### config.mk
export PLATFORM = sky130hd
export DESIGN_NAME = pwm_fade_ctrl
export DESIGN_NICKNAME = d
export VERILOG_FILES = /design/src/rtl/pwm_fade_ctrl.sv
export SDC_FILE = /design/constraint.sdc
export NUM_CORES = 1
export LEC_CHECK = 0
export ABC_CLOCK_PERIOD_IN_PS = 3650
export CAP_MARGIN = 20
export CELL_PAD_IN_SITES_DETAIL_PLACEMENT = 0
export CELL_PAD_IN_SITES_GLOBAL_PLACEMENT = 1
export CORE_ASPECT_RATIO = 0.8
export CORE_MARGIN = 2
export CORE_UTILIZATION = 37
export DETAILED_ROUTE_END_ITERATION = 10
export HOLD_SLACK_MARGIN = 0.15
export PLACE_DENSITY_LB_ADDON = 0.08
export SETUP_SLACK_MARGIN = 0.05
export SLEW_MARGIN = 0
export SYNTH_ARGS = -nofsm -noshare
export SYNTH_HDL_FRONTEND = slang
export SYNTH_SLANG_ARGS = --single-unit
### constraint.sdc
create_clock -name clk -period 3.65 [get_ports clk]
set_clock_uncertainty 0.05 [all_clocks]
set_input_delay 0.5475 -clock clk [delete_from_list [all_inputs] [get_ports clk]]
set_output_delay 0.5475 -clock clk [all_outputs]
set_load 0.005 [all_outputs]
### src/rtl/pwm_fade_ctrl.sv
`default_nettype none
// ============================================================================
// Module      : pwm_fade_ctrl
// Description : Bus-mapped duty-cycle fader. It steps the PWM duty register by
//               one unit per programmable interval until the written target is
//               reached.
// Revision    : 1.0 - initial release
// ============================================================================
module pwm_fade_ctrl #(
  parameter int PRESCALE = 50_000,
  parameter int DUTY_MAX = 100
) (
  input  logic        clk,
  input  logic        rst,
  input  logic [1:0]  A,
  input  logic [31:0] WD,
  input  logic        WE,
  output logic [31:0] RD,
  output logic [6:0]  duty_wd,
  output logic        duty_we,
  output logic        busy,
  output logic        done
);

  localparam int               c_PS_W     = (PRESCALE > 1) ? $clog2(PRESCALE) : 1;
  localparam logic [c_PS_W-1:0] c_PS_LAST = c_PS_W'(PRESCALE - 1);
  localparam logic [6:0]       c_DUTY_MAX = 7'(DUTY_MAX);

  typedef enum logic [0:0] {
    ST_IDLE = 1'b0,
    ST_RAMP = 1'b1
  } state_t;

  state_t             r_state,   w_state;
  logic [6:0]         r_current, w_current;
  logic [6:0]         r_target,  w_target;
  logic [15:0]        r_interval, w_interval;
  logic [c_PS_W-1:0]  r_prescale_cnt, w_prescale_cnt;
  logic [15:0]        r_tick_cnt, w_tick_cnt;
  logic [6:0]         r_duty_wd, w_duty_wd;
  logic               r_duty_we, w_duty_we;
  logic               r_done,    w_done;

  logic [6:0]         w_sat;
  logic [6:0]         w_next_cur;
  logic               w_tick;
  logic               w_step_due;
  logic               w_unused;

  assign w_unused = &{1'b0, WD[31:16]};

  always_ff @(posedge clk or posedge rst) begin
    if (rst) begin
      r_state        <= ST_IDLE;
      r_current      <= '0;
      r_target       <= '0;
      r_interval     <= '0;
      r_prescale_cnt <= '0;
      r_tick_cnt     <= '0;
      r_duty_wd      <= '0;
      r_duty_we      <= 1'b0;
      r_done         <= 1'b0;
    end else begin
      r_state        <= w_state;
      r_current      <= w_current;
      r_target       <= w_target;
      r_interval     <= w_interval;
      r_prescale_cnt <= w_prescale_cnt;
      r_tick_cnt     <= w_tick_cnt;
      r_duty_wd      <= w_duty_wd;
      r_duty_we      <= w_duty_we;
      r_done         <= w_done;
    end
  end

  always_comb begin
    w_state        = r_state;
    w_current      = r_current;
    w_target       = r_target;
    w_interval     = r_interval;
    w_prescale_cnt = r_prescale_cnt;
    w_tick_cnt     = r_tick_cnt;
    w_duty_wd      = r_duty_wd;
    w_duty_we      = 1'b0;
    w_done         = 1'b0;
    w_next_cur     = r_current;

    w_sat      = (WD[6:0] > c_DUTY_MAX) ? c_DUTY_MAX : WD[6:0];
    w_tick     = (r_prescale_cnt == c_PS_LAST);
    // ">=" lets a shortened interval fire on the very next tick
    w_step_due = (r_interval == 16'd0) ||
                 (w_tick && (({1'b0, r_tick_cnt} + 17'd1) >= {1'b0, r_interval}));

    if (r_state == ST_RAMP) begin
      if (w_tick) begin
        w_prescale_cnt = '0;
        w_tick_cnt     = w_step_due ? 16'd0 : r_tick_cnt + 16'd1;
      end else begin
        w_prescale_cnt = r_prescale_cnt + c_PS_W'(1);
      end

      // Any bus write on this edge takes priority and the step is dropped
      if (w_step_due && !WE) begin
        if (r_interval == 16'd0)
          w_next_cur = r_target;
        else if (r_target > r_current)
          w_next_cur = r_current + 7'd1;
        else
          w_next_cur = r_current - 7'd1;
        w_current = w_next_cur;
        w_duty_wd = w_next_cur;
        w_duty_we = 1'b1;
        if (w_next_cur == r_target) begin
          w_state        = ST_IDLE;
          w_done         = 1'b1;
          w_prescale_cnt = '0;
          w_tick_cnt     = '0;
        end
      end
    end

    if (WE) begin
      case (A)
        2'd0: begin
          w_target       = w_sat;
          w_prescale_cnt = '0;
          w_tick_cnt     = '0;
          if (w_sat != r_current) begin
            w_state = ST_RAMP;
          end else begin
            w_state = ST_IDLE;
            w_done  = 1'b1;
          end
        end
        2'd1: w_interval = WD[15:0];
        2'd2: begin
          if (WD[0] && (r_state == ST_RAMP)) begin
            w_state        = ST_IDLE;
            w_prescale_cnt = '0;
            w_tick_cnt     = '0;
          end
        end
        default: ;
      endcase
    end
  end

  always_comb begin
    RD = 32'd0;
    case (A)
      2'd0:    RD = {25'd0, r_target};
      2'd1:    RD = {16'd0, r_interval};
      2'd2:    RD = {16'd0, 1'b0, r_current, 7'd0, (r_state == ST_RAMP)};
      default: RD = 32'd0;
    endcase
  end

  assign duty_wd = r_duty_wd;
  assign duty_we = r_duty_we;
  assign busy    = (r_state == ST_RAMP);
  assign done    = r_done;

endmodule
`default_nettype wire

==> metrics.csv <==
stage,metric,value,unit
synth,"EDFF count, synth",0,
floorplanning,Core Region,12300,sq um
cells_and_area,fin area,6130,sq um
placed_design,Placed Area,5620,sq um
worst_setup_path,crit path max-delay cell type,fa_2,
sta,fmax,280,MHz
worst_setup_path,Crit. End Element,register,
pwr,logic gate share of total power,37.4,%
floorplanning,IO Pins,79,
drt,Vias,4130,
pwr,Cell Int Power,0.00189,W
cells_and_area,fill cell count,1185,
worst_setup_path,CP cell instances,"inv_2, ha_4, a211oi_2, o21bai_1, o22a_2, fa_2, xnor2_2, nor4_2, o311ai_1, or4_4, o31ai_4, a41o_1, buf_4, a21oi_1",
synth,mapped cell area,4700,sq um
floorplanning,Die Area,13600,sq um
synth,post-synthesis cell type count,68,
pwr,pwr/cell area,464,nW/um^2
worst_setup_path,WP data required,3830,ps
global_route,initial antenna violation count,0,
sta,max-slew violations,0,
cells_and_area,post-layout net count,681,
synth,Mean Syn Cell Area,9.02,sq um
sta,RSZ-0062 raised after global routing,true,
sta,worst-margin pin slew,760,ps
clock_network,clk buf depth,2,
worst_setup_path,"Largest stage delay, worst path",580,ps
sta,Setup Viol. Count Final,0,
placed_design,post-detailed-placement half-perimeter wirelength,10500,um
clock_network,Clk Tree Root Cell,clkbuf_16,
sta,setup_tns,0,ps
sta,setup ws final,73.4,ps
drt,drt first pass iters,5,
synth,dominant cells by area after synthesis,"dfrtp_1 (35%), ha_1 (8.0%), nand2_1 (4.2%)",
floorplanning,Die W,130,um
pwr,Net Switching,0.000953,W
clock_network,CTS H-tree depth,3,
worst_setup_path,cell family with most CP delay,compound AO/OA/AOI/OAI gates,
cells_and_area,antenna cells,0,
sta,final worst-path cycle share,98.0,%
synth,top-area cell type share of the netlist area,34.6,%
worst_setup_path,WP data arrival,3750,ps
pwr,clock network power share,31.3,%
drt,First DRT Iteration DRCs,223,
drt,via/cell ratio,5.23,
pwr,Worst IR Drop VDD,235,uV
pwr,Sw Ratio,33.5,%
drt,post-route ant nets,0,
sta,Fin Hold WS,474,ps
pwr,leakage,2.82,nW
global_route,Tot GR Track Use,21.2,%
synth,"Async S/R FF share, synth",100,%
synth,Main synth FF type,dfrtp_1,
synth,Syn Inst Count,521,
sta,Slew Limit Headroom,49.2,%
pwr,part of the power in registers,31.2,%
synth,Synth Warn #,0,
sta,Final Hold Vio Count,0,
global_route,first-pass GRT wire length,22100,um
floorplanning,Starting Density,38.2,%
run,MaxCap Viol Count,0,
clock_network,Clock Sinks,65,
floorplanning,FP Rows,36,
clock_network,TritonCTS clock tree,done,
run_status,status,"finished, final reports clean",
worst_setup_path,CP bufs+invs,2,
worst_hold_path,Hold WC Path Type,primary input to async pin,
cells_and_area,share of post-route cells with drive strength above 1,20.9,%
clock_network,CTS Buf Count,9,
placed_design,gpl congestion,0.822,
cells_and_area,Layout area overhead,30.5,%
drt,drt wl/cell,17.4,um
global_route,total congestion overflow,0,
drt,detailed-route DRC error count,0,
placed_design,port bufs,46,
cells_and_area,Final Non-Filler Cells,789,
placed_design,pre-CTS setup slack,-101,ps
global_route,vias in the first global route,4010,
synth,Yosys reg bits,65,
synth,cell taking the most area after synthesis,dfrtp_1,
worst_setup_path,crit-path max FO,4,
clock_network,insertion delay to the later sink of the worst-skew pair,350,ps
worst_setup_path,Crit Path Category,register to register,
floorplanning,Die Height,105,um
drt,Routed WL,13700,um
worst_setup_path,crit start category,register,
placed_design,Cells after DPL,767,
clock_network,"Clk pin slew, worst setup/hold paths",60,ps
global_route,largest net degree at the start of global routing,47,
sta,minimum clock period,3580,ps
synth,sequential fraction of the synthesis area,34.6,%
## cell usage after synthesis, drive strengths merged (3+ instances only)
library cell,count
a211oi,3
a21o,4
a21oi,22
a22o,15
a22oi,3
and2,7
and3,9
and4,4
buf,19
clkbuf,16
dfrtp,65
ha,30
inv,34
mux2,15
mux2i,12
nand2,52
nand2b,3
nand3,17
nand4,13
nor2,36
nor2b,4
nor3,11
nor4,9
o211ai,5
o21a,3
o21ai,30
o2bb2ai,3
or2,7
or4,3
xnor2,20
xnor3,3
xor2,13
## per-stage QoR
| step | total power (W) | utilization, % |
|---|---|---|
| 4_1_cts | 0.00280 | 48.9 |
| 2_1_floorplan | 0.00147 | - |
| 5_1_grt | 0.00303 | 49.9 |
| 3_3_place_gp | 0.00184 | 45.7 |
| 6_report | 0.00285 | 49.9 |
| 3_5_place_dp | 0.00185 | 45.7 |
## placed cells by master (no fill, tap or decap), types with 3 or more instances in the layout
master and instances:
o21a_1 3, nand3_1 16, a21oi_1 21, ha_4 5
nor2_1 33, nand4_1 13, xor2_1 13, mux2_2 15
o2bb2ai_1 3, nor3_1 9, clkdlybuf4s50_1 46, o211ai_1 4
a22oi_1 3, a21o_1 4, ha_1 25, o21ai_0 29
dfrtp_1 65, nand2b_1 3, clkbuf_16 9, and3_1 7
or2_2 5, nor2b_1 4, inv_1 31, conb_1 16
mux2i_1 12, nor2_2 3, nor4_1 6, nand2_1 52
buf_4 53, a22o_1 15, and4_1 4, and2_1 5
xnor2_1 18
## sequential cells by signal, indices dropped and copies added (netlist names)
register        cells
r_target            7
r_prescale_cnt     16
r_tick_cnt         16
duty_wd             7
duty_we             1
busy                1
done                1
r_interval         16
## cell families after synthesis
kind of cell	count (synthesis)	synth area share [%]
buffers and inverters	69	7.00
other	1	0.0798
adders and majority gates	31	8.42
DFF	65	34.6
and+or+nand+nor	184	20.3
xor gates and xnor gates	36	7.59
AOI/OAI and AO/OA	108	15.8
muxes	27	6.15
## power groups by stage
stage          Clock, W  Sequential [W]  Combinational (W)
5_1_grt        0.000953        0.000900            0.00117
3_5_place_dp          0        0.000898           0.000952
2_1_floorplan         0        0.000873           0.000595
3_3_place_gp          0        0.000898           0.000945
4_1_cts        0.000907        0.000887            0.00101
6_report       0.000891        0.000890            0.00107
## path summary, 6_finish.rpt
kind | startpoint | endpoint | slack, ps | depth (start not counted)
worst max-delay path | duty_wd[4]$_DFFE_PP0P_ | r_tick_cnt[0]$_DFF_PP0_ | 70 | 14
worst min-delay path | rst | r_interval[12]$_DFFE_PP0P_ | 470 | 2
worst max register to register | duty_wd[4]$_DFFE_PP0P_ | r_tick_cnt[0]$_DFF_PP0_ | 70 | 14
worst min register to register | r_tick_cnt[1]$_DFF_PP0_ | r_tick_cnt[1]$_DFF_PP0_ | 500 | 1
max in group asynchronous | rst | done$_DFF_PP0_ | 2120 | 3
min in group clk | r_tick_cnt[1]$_DFF_PP0_ | r_tick_cnt[1]$_DFF_PP0_ | 500 | 1
## layer usage
layer	share of wire (%)	routed length, um	track usage, %
met4	0.79	108	4.15
met2	42	5770	29.3
met1	53	7240	33.4
met3	4.5	614	4.61
met5	0	0	0
## repair_timing
item | 4_1_cts | 5_1_grt
endpoints found under the setup margin | 15 | 40
buffers inserted | 4 | 2
pin swaps | 10 | 15
gates resized for setup | 9 | 22
hold buffers | 0 | 0
## cell type report
cell class,count,area (sq um),area share (%)
Multi-Input combinational cell,402,2960,48.2
Inverter,34,130,2.12
Clock buffer,10,239,3.90
Tap cell,171,214,3.49
Clock inverter,6,67.6,1.10
Timing Repair Buffer,101,898,14.6
Sequential cell,65,1630,26.5
Power figures use the tool's default switching activity.
